## src/rtl/traffic_light_monitor.sv

```systemverilog
// traffic_light_monitor: watches a two-way light controller for illegal lamps, bad phase order and,
// with TRAFFIC_MON_TIMING_CHECK_EN defined, short or long phase dwell times.
module traffic_light_monitor #(
  parameter int GREEN_CYCLE_LENGTH  = 10,
  parameter int YELLOW_CYCLE_LENGTH = 3
) (
  input  logic        clk,
  input  logic        rst,
  input  logic        ns_g_i,
  input  logic        ns_y_i,
  input  logic        ns_r_i,
  input  logic        ew_g_i,
  input  logic        ew_y_i,
  input  logic        ew_r_i,
  output logic [1:0]  phase_o,
  output logic        phase_valid_o,
  output logic        err_o,
  output logic [2:0]  err_code_o,
  output logic [7:0]  err_cnt_o,
  output logic [15:0] cycle_cnt_o
);
  typedef enum logic {SYNC, TRACK} state_t;
  state_t      r_state, w_state;
  logic [1:0]  r_phase, w_phase, w_ph;
  logic        r_valid, w_valid, r_err, w_chg, w_seq, w_cycle, w_legal;
  logic [2:0]  r_code, w_err;
  logic [7:0]  r_cnt;
  logic [15:0] r_cycles;
  logic [5:0]  w_lamps;
  // dwell counter saturates at 255, so the long-phase check needs length+1 <= 255
  if (GREEN_CYCLE_LENGTH < 1 || GREEN_CYCLE_LENGTH > 254 ||
      YELLOW_CYCLE_LENGTH < 1 || YELLOW_CYCLE_LENGTH > 254) begin : g_bad_len
    $error("traffic_light_monitor: cycle lengths must be in 1..254");
  end
  assign w_lamps = {ns_g_i, ns_y_i, ns_r_i, ew_g_i, ew_y_i, ew_r_i};
  assign w_legal = w_lamps inside {6'b100001, 6'b010001, 6'b001100, 6'b001010};
  assign w_ph    = w_lamps == 6'b010001 ? 2'd1 :
                   w_lamps == 6'b001100 ? 2'd2 :
                   w_lamps == 6'b001010 ? 2'd3 : 2'd0;
  assign w_chg   = r_state == TRACK && w_ph != r_phase;
  assign w_seq   = w_ph == r_phase + 2'd1;
`ifdef TRAFFIC_MON_TIMING_CHECK_EN
  localparam logic [8:0] GREEN_LEN  = 9'(GREEN_CYCLE_LENGTH);
  localparam logic [8:0] YELLOW_LEN = 9'(YELLOW_CYCLE_LENGTH);
  logic [7:0] r_dwell, w_dwell;
  logic       r_checked, w_checked;
  logic [8:0] w_exp;
  assign w_exp = r_phase[0] ? YELLOW_LEN : GREEN_LEN;
`endif
  always_comb begin
    w_state = w_legal ? TRACK : SYNC;
    w_phase = w_legal ? w_ph : r_phase;
    w_valid = w_legal;
    w_cycle = w_legal && w_chg && w_seq && w_ph == 2'd0;
    w_err   = !w_legal ? 3'd1 : (w_chg && !w_seq) ? 3'd2 : 3'd0;
`ifdef TRAFFIC_MON_TIMING_CHECK_EN
    w_dwell   = 8'd0;
    w_checked = 1'b0;
    if (w_legal && r_state == TRACK && !w_chg) begin
      w_dwell   = r_dwell + {7'd0, r_dwell != 8'hff};
      w_checked = r_checked && {1'b0, w_dwell} != w_exp + 9'd1;
      if (r_checked && !w_checked) w_err = 3'd4;
    end else if (w_legal) begin
      w_dwell   = 8'd1;
      w_checked = w_chg && w_seq;
      if (w_checked && r_checked && {1'b0, r_dwell} < w_exp) w_err = 3'd3;
    end
`endif
  end
  always_ff @(posedge clk) begin
    if (rst) begin
      r_state  <= SYNC;
      r_phase  <= 2'd0;
      r_valid  <= 1'b0;
      r_err    <= 1'b0;
      r_code   <= 3'd0;
      r_cnt    <= 8'd0;
      r_cycles <= 16'd0;
`ifdef TRAFFIC_MON_TIMING_CHECK_EN
      r_dwell   <= 8'd0;
      r_checked <= 1'b0;
`endif
    end else begin
      r_state <= w_state;
      r_phase <= w_phase;
      r_valid <= w_valid;
      if (w_err != 3'd0) begin
        r_err <= 1'b1;
        if (!r_err) r_code <= w_err;
        r_cnt <= r_cnt + {7'd0, r_cnt != 8'hff};
      end
      if (w_cycle) r_cycles <= r_cycles + 16'd1;
`ifdef TRAFFIC_MON_TIMING_CHECK_EN
      r_dwell   <= w_dwell;
      r_checked <= w_checked;
`endif
    end
  end
  assign phase_o       = r_phase;
  assign phase_valid_o = r_valid;
  assign err_o         = r_err;
  assign err_code_o    = r_code;
  assign err_cnt_o     = r_cnt;
  assign cycle_cnt_o   = r_cycles;
endmodule

```

## config.mk

```make
export PLATFORM = sky130hd
export DESIGN_NAME = traffic_light_monitor
export DESIGN_NICKNAME = d
export VERILOG_FILES = /design/src/rtl/traffic_light_monitor.sv
export SDC_FILE = /design/constraint.sdc
export NUM_CORES = 1
export LEC_CHECK = 0
export ABC_AREA = 1
export BUFFER_PORTS_ARGS = -buffer_cell sky130_fd_sc_hd__buf_2
export CAP_MARGIN = 10
export CELL_PAD_IN_SITES_DETAIL_PLACEMENT = 1
export CELL_PAD_IN_SITES_GLOBAL_PLACEMENT = 2
export CORE_ASPECT_RATIO = 1.5
export CORE_MARGIN = 5
export CORE_UTILIZATION = 30
export DETAILED_ROUTE_END_ITERATION = 12
export PLACE_DENSITY_LB_ADDON = 0.1
export REMOVE_ABC_BUFFERS = 1
export SLEW_MARGIN = 20
export SYNTH_ARGS = -nofsm -noshare
export SYNTH_HDL_FRONTEND = slang
export SYNTH_SLANG_ARGS = --single-unit
```

## constraint.sdc

```tcl
create_clock -name clk -period 1.8 [get_ports clk]
set_input_delay 0.36 -clock clk [delete_from_list [all_inputs] [get_ports clk]]
set_output_delay 0.36 -clock clk [all_outputs]
set_load 0.05 [all_outputs]
```

==> reports/results.tsv, run 1 <==
stage	metric	value	unit
timing	period_share	89.3	%
logic_synthesis	synth_seq_cells	30	
route	routed_wl	5.34	mm
placed_design	placedCellCount	399	
timing	finalClockSkew	8.62	ps
finish	drive_above_1_share	32.7	%
logic_synthesis	synth-edff-count	0	
placed_design	placed_cell_area	0.00234	mm²
grt	grt_antenna_before_repair	0	
grt	gr-total-overflow	0	
pwr	power	1.53	mW
critical_path	cp.arrival	1820	ps
critical_path	worstSetupStartpointType	register	
critical_path	end_kind	register	
route	ant_nets	0	
route	vias	1913	
finish	finish.instance_area	0.00246	mm²
critical_path	reg2reg_from	err_cnt_o[4]	
hold_path	hp-class	register to register	
clocking	path_clk_slew	60	ps
floorplanning	start_util	31.0	%
route	drtIter0Drc	52	
finish	fill_cells	814	
logic_synthesis	synth_flop_cell	dfxtp_1	
timing	slew_viol_final	0	
route	vias_per_cell	4.70	
clocking	clock-sinks	30	
timing	fin_setup_tns	0	ps
logic_synthesis	syn_area_per_cell	7.05	µm²
placed_design	gp_congestion	0.714	
route	post_drt_wl_per_cell	13.1	µm
critical_path	cp-startpoint	err_cnt_o[4]	
grt	grt_max_degree	17	
logic_synthesis	yosysWarnings	0	
pwr	peakVddDrop	0.000437	V
floorplanning	row_count	35	
clocking	clkLatencyLatePin	280	ps
critical_path	path_max_fanout	3	
logic_synthesis	seq_area_frac_synth	31.4	%
finish	final_cells	407	
clocking	cts_tree	built	
clocking	clock-root-buffer	clkbuf_8	
timing	max_freq	622	MHz
critical_path	path_class	register to register	
timing	rsz0062_at_grt	true	
critical_path	regToRegSetupSlack	190	ps
logic_synthesis	synthArstFlopShare	0	%
pwr	p_leak	1.18	nW
finish	finalNetCount	343	
logic_synthesis	syn_area	0.00191	mm²
clocking	cts_buffer_depth	2	
floorplanning	io_pins	39	
grt	grt_pass1_wl	9.16	mm
pwr	powerDensity	622	mW/mm²
critical_path	worstRegToRegCells	9	
run_status	outcome	finished, final reports clean	
route	drc	0	
hold_path	min_from	err_code_o[1]	
logic_synthesis	synth_cell_types	31	
clocking	cts_setup_buffers	0	
placed_design	hpwl	4.14	mm
hold_path	hold-path-endpoint	err_code_o[1]	
floorplanning	die_x	75.2	µm
timing	finalHoldViolCount	0	
floorplanning	fp.coreArea	0.00617	mm²
job	cap_violations	0	
floorplanning	fp.dieH	108	µm
grt	grt_pass1_vias	2016	
logic_synthesis	synth_cells	271	
floorplanning	dieArea	0.00810	mm²
route	dr.pass1.iters	4	
hold_path	holdPathStages	2	
placed_design	portBuffers	37	
grt	grt_use_total	14.5	%
timing	setup_viol	0	
finish	syn2layout_area_growth	28.9	%
clocking	h-tree-depth	2	
critical_path	worstPathRequired	2010	ps
critical_path	r2r_end	err_cnt_o[4]	
clocking	cts_buffers	5	
finish	antenna_cells	0	
timing	period_minus_slack	1610	ps
[sequential cells by signal, summed over array words and instances (netlist names)]
register,flops
cycle_cnt_o,16
phase_o,2
r_state,1
err_cnt_o,8
err_o,1
err_code_o,2
[area by class of cell]
class / instances / area [µm²] / share of cell area (%)
clock buffers: 8 / 110 / 4.47
flip-flops and latches: 30 / 604 / 24.5
multi-input cells: 202 / 1150 / 46.5
inverters: 32 / 120 / 4.88
well taps: 74 / 92.6 / 3.76
repair buffers: 61 / 390 / 15.8
[cells in the mapped netlist, types with 4 or more instances]
cell / n / area [µm²]
nand2_4: 7 / 78.8
nand3_2: 8 / 80.1
inv_2: 4 / 15.0
nand2_1: 55 / 206
inv_1: 28 / 105
nand3_1: 40 / 200
dfxtp_1: 30 / 601
nor3_1: 5 / 25.0
a21oi_1: 15 / 75.1
nor2_1: 37 / 139
xor2_1: 5 / 43.8
nand2_2: 5 / 31.3
[report_power, final]
| part | internal (mW) | switching [mW] |
|---|---|---|
| Combinational | 0.0555 | 0.135 |
| Clock | 0.386 | 0.269 |
| Sequential | 0.676 | 0.0112 |
| Total | 1.12 | 0.416 |
[per-stage QoR]
step / hold slack (ps) / util [%] / worst slack, ps
6_report: 447 / 39.9 / 192
3_5_place_dp: 442 / 37.9 / -55.3
4_1_cts: 453 / 39.7 / 62.5
2_1_floorplan: 429 / - / -155
3_3_place_gp: 437 / 37.9 / -26.2
5_1_grt: 477 / 39.9 / 0.268
[layer usage]
layer | routed length, µm | global-route usage [%] | up-vias
met4 | 78 | 4.50 | 0
li1 | - | - | 988
met1 | 2290 | 17.2 | 892
met2 | 2810 | 25.7 | 28
met3 | 166 | 2.52 | 5
met5 | 0 | 0 | -
[critical path: stages (launching register included)]
cell and delay, ps:
dfxtp_1 340, nand2_1 110, nor2_2 150, nand4_1 90, ha_1 220, ha_1 240, nand3_1 110, xnor2_1 110
nand2_1 70, a21oi_1 110
[worst max path at each step]
stage,endpoint,slack (ps),cells after the start
floorplan,err_cnt_o[4],-150,9
global placement,cycle_cnt_o[9],-30,12
detailed placement,cycle_cnt_o[11],-60,14
CTS,cycle_cnt_o[15],60,11
global route,cycle_cnt_o[14],0.3,9
finish,err_cnt_o[4],190,9
[placed cells by master, fill, tap and decap left out]
master,netlist,layout
nand3_2,8,9
buf_2,2,37
a31oi_1,1,1
xor2_1,5,5
o21ai_0,1,1
inv_1,28,28
nand4_1,2,2
conb_1,1,1
nor3_1,5,5
nand2_4,7,7
and3_1,2,2
nand3b_1,2,2
nand3_4,3,3
dfxtp_2,0,3
nand3_1,40,39
buf_12,0,2
nand2_1,55,55
nor2_8,1,1
clkbuf_8,0,8
buf_4,1,22
dfxtp_1,30,27
nor2_4,2,2
a21boi_2,1,1
xnor2_1,3,3
inv_2,4,4
nand2_2,5,5
nor2_2,1,3
ha_1,3,3
nor3_4,1,1
a21oi_1,15,15
a21oi_2,1,1
nor2_1,37,35
[repair_timing]
action,in CTS,in global routing
gates resized for setup,0,6
hold endpoints to repair,0,0
endpoints found under the setup margin,0,6
hold buffers,0,0
[logic make-up after synthesis]
group           count (synthesis)  share of synthesized area [%]
fa+ha+maj                       3                           1.96
simple gates                  171                           48.0
compound gates                 19                           5.56
flops                          30                           31.4
buf+inv                        39                           9.16
other cells                     1                          0.196
xor+xnor                        8                           3.67
No activity file was read; power rests on OpenSTA's default activity.
==> run 2: changes to the inputs <==
Clock period 1.8 ns to 1.82 ns, I/O delays scaled along.
==> run 2 against run 1 <==
  * Sequential power fell by 1%
  * Register-to-register slack improved by 20 ps
  * Cell count fell by 1.7%
  * Largest cell class unchanged
  * Highest routed layer unchanged
==> reports/results.tsv, run 2 (synthesized netlist as in run 1, its figures left out) <==
stage	metric	value	unit	change
critical_path	cp_top_family	simple AND/OR/NAND/NOR gates		unchanged
clocking	cts_setup_buffers	0		unchanged
finish	post-route-util	38.6	%	was 39.9%
floorplanning	start_util	31.0	%	unchanged
grt	grt_pass1_vias	1977		was 2016
route	routed_wl	5.27	mm	was 5.34 mm
critical_path	path_buf_inv	1		was 0
critical_path	cp.arrival	1770	ps	was 1820 ps
placed_design	gp_congestion	0.710		was 0.714
route	post_drt_wl_per_cell	13.2	µm	was 13.1 µm
critical_path	path_class	register to register		unchanged
pwr	p_leak	1.13	nW	was 1.18 nW
route	drtIter0Drc	44		was 52
timing	max_freq	623	MHz	was 622 MHz
timing	slew_viol_final	0		unchanged
hold_path	hp-class	register to register		unchanged
finish	largest_reg_flops	16		unchanged
clocking	postCtsHoldBufs	0		unchanged
floorplanning	die_x	75.2	µm	unchanged
clocking	cts_tree	built		unchanged
clocking	clkLatencyLatePin	280	ps	about the same
finish	syn2layout_area_growth	24.7	%	was 28.9%
timing	period_minus_slack	1610	ps	about the same
critical_path	path_max_fanout	17		was 3
timing	hold_ws	442	ps	was 447 ps
route	vias_per_cell	4.74		was 4.70
finish	layout_common_cells	55 x nand2_1, 40 x nand3_1, 37 x buf_2, 34 x nor2_1, 29 x dfxtp_1		was 55 x nand2_1, 39 x nand3_1, 37 x buf_2, 35 x nor2_1, 28 x inv_1
floorplanning	io_pins	39		unchanged
critical_path	worstPathRequired	1990	ps	was 2010 ps
grt	grt_use_total	14.3	%	was 14.5%
run_status	outcome	finished, final reports clean		unchanged
finish	drive_above_1_share	30.4	%	was 32.7%
floorplanning	fp.coreArea	0.00617	mm²	unchanged
critical_path	max_stage_delay	400	ps	was 340 ps
timing	setup_viol	0		unchanged
route	drc	0		unchanged
critical_path	end_kind	register		unchanged
pwr	powerDensity	580	mW/mm²	was 622 mW/mm²
route	dr.pass1.iters	4		unchanged
placed_design	portBuffers	37		unchanged
placed_design	placedCellCount	393		was 399
placed_design	placed_cell_area	0.00229	mm²	was 0.00234 mm²
finish	finalNetCount	337		was 343
clocking	cts_buffers	5		unchanged
grt	gr-total-overflow	0		unchanged
floorplanning	fp.dieH	108	µm	unchanged
route	ant_nets	0		unchanged
job	cap_violations	0		unchanged
grt	grt_max_degree	18		was 17
clocking	h-tree-depth	2		unchanged
timing	period_share	88.2	%	was 89.3%
clocking	clock-root-buffer	clkbuf_8		unchanged
critical_path	slowest_stage	dfxtp_1		unchanged
route	vias	1896		was 1913
clocking	cts_buffer_depth	2		unchanged
floorplanning	row_count	35		unchanged
clocking	path_clk_slew	70	ps	was 60 ps
floorplanning	dieArea	0.00810	mm²	unchanged
pwr	peakVddDrop	0.000472	V	was 0.000437 V
finish	layout_commonest_cell	nand2_1		unchanged
timing	rsz0062_at_grt	false		was true
placed_design	hpwl	4.12	mm	was 4.14 mm
finish	antenna_cells	0		unchanged
critical_path	crit_chain	xor2_1 -> nand3_1 -> nand2_1 -> nand3_4 -> nor2_8 -> buf_12 -> nand3_1 -> nand2_1 -> nor2_1		was nand2_1 -> nor2_2 -> nand4_1 -> ha_1 -> ha_1 -> nand3_1 -> xnor2_1 -> nand2_1 -> a21oi_1
critical_path	worstSetupStartpointType	register		unchanged
finish	final_cells	400		was 407
finish	finish.instance_area	0.00238	mm²	was 0.00246 mm²
timing	finalClockSkew	4.34	ps	was 8.62 ps
grt	grt_antenna_before_repair	0		unchanged
grt	grt_pass1_wl	8.99	mm	was 9.16 mm
critical_path	regToRegSetupSlack	210	ps	was 190 ps
timing	finalHoldViolCount	0		unchanged
clocking	clock-sinks	30		unchanged
-- run 2: cell count changes in the layout (fill, tap and decap cells not counted) --
cell      before  now
buf_4         22   16
clkbuf_8       8    5
clkbuf_1       0    2
dfxtp_1       27   29
dfxtp_2        3    1
nand3_1       39   40
nand3_2        9    8
nor2_1        35   34
nor2_2         3    4
nor3_1         5    4
nor3_2         0    1
-- run 2: timing repair --
action / 4_1_cts / 5_1_grt
hold endpoints to repair: 0 / 0
setup endpoints to repair: 0 / 4
resized for setup: 0 / 5
-- run 2: area by class of cell --
cell class | count | area [µm²]
Tap cell | 74 | 92.6
Sequential cell | 30 | 602
Fill cell | 824 | 3790
Clock buffer | 7 | 76.3
Timing Repair Buffer | 55 | 345
Inverter | 32 | 120
Multi-Input combinational cell | 202 | 1150
-- run 2: power breakdown --
group          switching (mW)  total, mW  internal (mW)
combinational           0.133      0.186         0.0527
sequential             0.0115      0.680          0.669
clock                   0.255      0.518          0.263
-- run 2: worst min-delay path, stage by stage, from the launching register on --
cell and delay [ps]:
dfxtp_1 310, inv_1 40, a21oi_1 50
-- run 2: path summary, 6_finish.rpt --
| kind | start | end | cells after the start |
|---|---|---|---|
| worst max-delay path | phase_o[1] | cycle_cnt_o[6] | 9 |
| worst min-delay path | err_code_o[1] | err_code_o[1] | 2 |
| worst max register to register | phase_o[1] | cycle_cnt_o[6] | 9 |
| worst min register to register | err_code_o[1] | err_code_o[1] | 2 |
-- run 2: metal layers --
layer	track usage (%)	share of wire, %	routed length (µm)	up-vias
li1	-	-	-	974
met1	15.9	43	2260	887
met2	26.2	52	2750	29
met3	2.71	3.5	182	6
met4	4.88	1.5	80	0
met5	0	0	0	-
-- run 2: stage by stage --
stage / power (mW) / setup TNS (ps) / setup slack, ps
2_1_floorplan: 0.820 / -1170 / -135
3_3_place_gp: 0.883 / -130 / -25.9
3_5_place_dp: 0.884 / -276 / -34.9
4_1_cts: 1.43 / 0 / 135
5_1_grt: 1.46 / 0 / 15.6
6_report: 1.38 / 0 / 214
==> run 3: changes to the inputs <==
Settings changed: CORE_MARGIN 5 to 3.
==> run 3 against run 2 <==
  * Non-clock buffer count is 1 lower
  * Total power is 0.74% lower
  * Routed wire length is 4.2% lower
  * Critical path depth stayed put
  * Critical endpoint is now cycle_cnt_o[15]
  * Largest cell class unchanged
==> reports/results.tsv, run 3 (synthesized netlist as in run 1, its figures left out) <==
stage	metric	value	unit	change
grt	grt_max_degree	17		was 18
clocking	cts_buffers	5		unchanged
run_status	outcome	finished, final reports clean		unchanged
floorplanning	io_pins	39		unchanged
clocking	cts_tree	built		unchanged
critical_path	end_kind	register		unchanged
floorplanning	start_util	31.0	%	unchanged
finish	syn2layout_area_growth	24.7	%	unchanged
route	post_drt_wl_per_cell	12.7	µm	was 13.2 µm
floorplanning	dieArea	0.00739	mm²	was 0.00810 mm²
job	cap_violations	0		unchanged
placed_design	hpwl	3.88	mm	was 4.12 mm
finish	fill_cells	806		was 824
critical_path	path_class	register to register		unchanged
timing	finalHoldViolCount	0		unchanged
pwr	power	1.37	mW	was 1.38 mW
critical_path	cp.arrival	1850	ps	was 1770 ps
grt	gr-total-overflow	0		unchanged
timing	rsz0062_at_grt	true		was false
clocking	path_clk_slew	70	ps	about the same
route	routed.top_layer	met4		unchanged
route	vias	1899		was 1896
floorplanning	fp.dieH	104	µm	was 108 µm
clocking	clkLatencyLatePin	280	ps	about the same
finish	layout_commonest_cell	nand2_1		unchanged
route	drtIter0Drc	32		was 44
finish	finalNetCount	336		was 337
hold_path	hp-class	register to register		unchanged
clocking	cts_buffer_depth	2		unchanged
critical_path	worstPathRequired	1990	ps	about the same
timing	period_share	91.8	%	was 88.2%
placed_design	placed_cell_area	0.00229	mm²	about the same
finish	drive_above_1_share	30.8	%	was 30.4%
pwr	p_leak	1.13	nW	about the same
clocking	clock-root-buffer	clkbuf_8		unchanged
finish	layout_common_cells	55 x nand2_1, 39 x nand3_1, 37 x buf_2, 33 x nor2_1, 29 x dfxtp_1		was 55 x nand2_1, 40 x nand3_1, 37 x buf_2, 34 x nor2_1, 29 x dfxtp_1
grt	grt_use_total	14.9	%	was 14.3%
clocking	clock-sinks	30		unchanged
pwr	powerDensity	576	mW/mm²	was 580 mW/mm²
finish	largest_reg_flops	16		unchanged
floorplanning	row_count	35		unchanged
timing	period_minus_slack	1670	ps	was 1610 ps
critical_path	path_max_fanout	15		was 17
route	vias_per_cell	4.76		was 4.74
critical_path	regToRegSetupSlack	150	ps	was 210 ps
route	routed_wl	5.05	mm	was 5.27 mm
critical_path	worstSetupStartpointType	register		unchanged
route	ant_nets	0		unchanged
grt	grt_pass1_vias	1927		was 1977
placed_design	portBuffers	37		unchanged
timing	slew_headroom	65.0	%	
route	met3_length	155	µm	was 182 µm
route	dr.pass1.iters	4		unchanged
pwr	peakVddDrop	0.000328	V	was 0.000472 V
route	wl_met1	2.20	mm	was 2.26 mm
placed_design	gp_congestion	0.721		was 0.710
clocking	h-tree-depth	2		unchanged
route	drc	0		unchanged
critical_path	worstRegToRegCells	9		unchanged
clocking	postCtsHoldBufs	0		unchanged
timing	worst_pin_slew	524	ps	
grt	grt_pass1_wl	9.03	mm	was 8.99 mm
timing	setup_viol	0		unchanged
route	wl_met2	2.63	mm	was 2.75 mm
floorplanning	fp.coreArea	0.00617	mm²	unchanged
hold_path	holdPathStages	2		unchanged
grt	grt_antenna_before_repair	0		unchanged
floorplanning	die_x	71.2	µm	was 75.2 µm
finish	finish.instance_area	0.00238	mm²	unchanged
timing	finalClockSkew	3.04	ps	was 4.34 ps
timing	slew_viol_final	0		unchanged
finish	antenna_cells	0		unchanged
timing	max_freq	598	MHz	was 623 MHz
run 3: cell count changes in the layout (fill, tap and decap cells not counted), sizes merged:
cell	delta
buf	-1
run 3: metrics by stage:
stage	setup TNS [ps]	utilization, %	setup slack, ps	cells	hold slack, ps
2_1_floorplan	-1170	-	-135	264	433
3_3_place_gp	-101	37.0	-17.5	392	438
3_5_place_dp	-349	37.0	-41.2	392	440
4_1_cts	0	38.3	115	399	450
5_1_grt	-23.6	38.6	-23.6	399	478
6_report	0	38.6	149	399	444
run 3: per-layer routing:
layer / vias to the layer above / track usage (%)
met5: - / 0
met4: 0 / 4.44
met3: 5 / 2.91
met2: 34 / 26.3
met1: 889 / 17.8
li1: 971 / -
run 3: path summary, 6_finish.rpt:
check | from | to
setup / recovery | phase_o[0] | cycle_cnt_o[15]
setup reg to reg | phase_o[0] | cycle_cnt_o[15]
hold reg to reg | err_code_o[1] | err_code_o[1]
hold / removal | err_code_o[1] | err_code_o[1]
run 3: final cells by class:
class / instances / area [µm²] / share of cell area [%]
multi-input combinational: 202 / 1160 / 48.5
sequential: 30 / 602 / 25.2
timing repair buffer: 54 / 338 / 14.2
inverter: 32 / 120 / 5.04
tap: 74 / 92.6 / 3.88
clock buffer: 7 / 76.3 / 3.20
run 3: report_power, final:
part	total, mW	internal [mW]	switching [mW]
clock	0.512	0.263	0.249
sequential	0.680	0.669	0.0112
combinational	0.182	0.0514	0.130
total	1.37	0.983	0.390
run 3: worst max-delay path, cell delays in order (launching register included):
cell and delay [ps]:
dfxtp_1 460, xor2_1 210, nand3_1 90, nand2_1 180, nand3_4 120, nor2_8 160, buf_12 150, nand3_1 80
nand2_1 70, nor2_1 50
run 3: timing repair:
| action | 4_1_cts | 5_1_grt |
|---|---|---|
| endpoints found under the hold margin | 0 | 0 |
| endpoints found under the setup margin | 0 | 5 |
| resized for setup | 0 | 7 |
| buffers inserted | 0 | 0 |
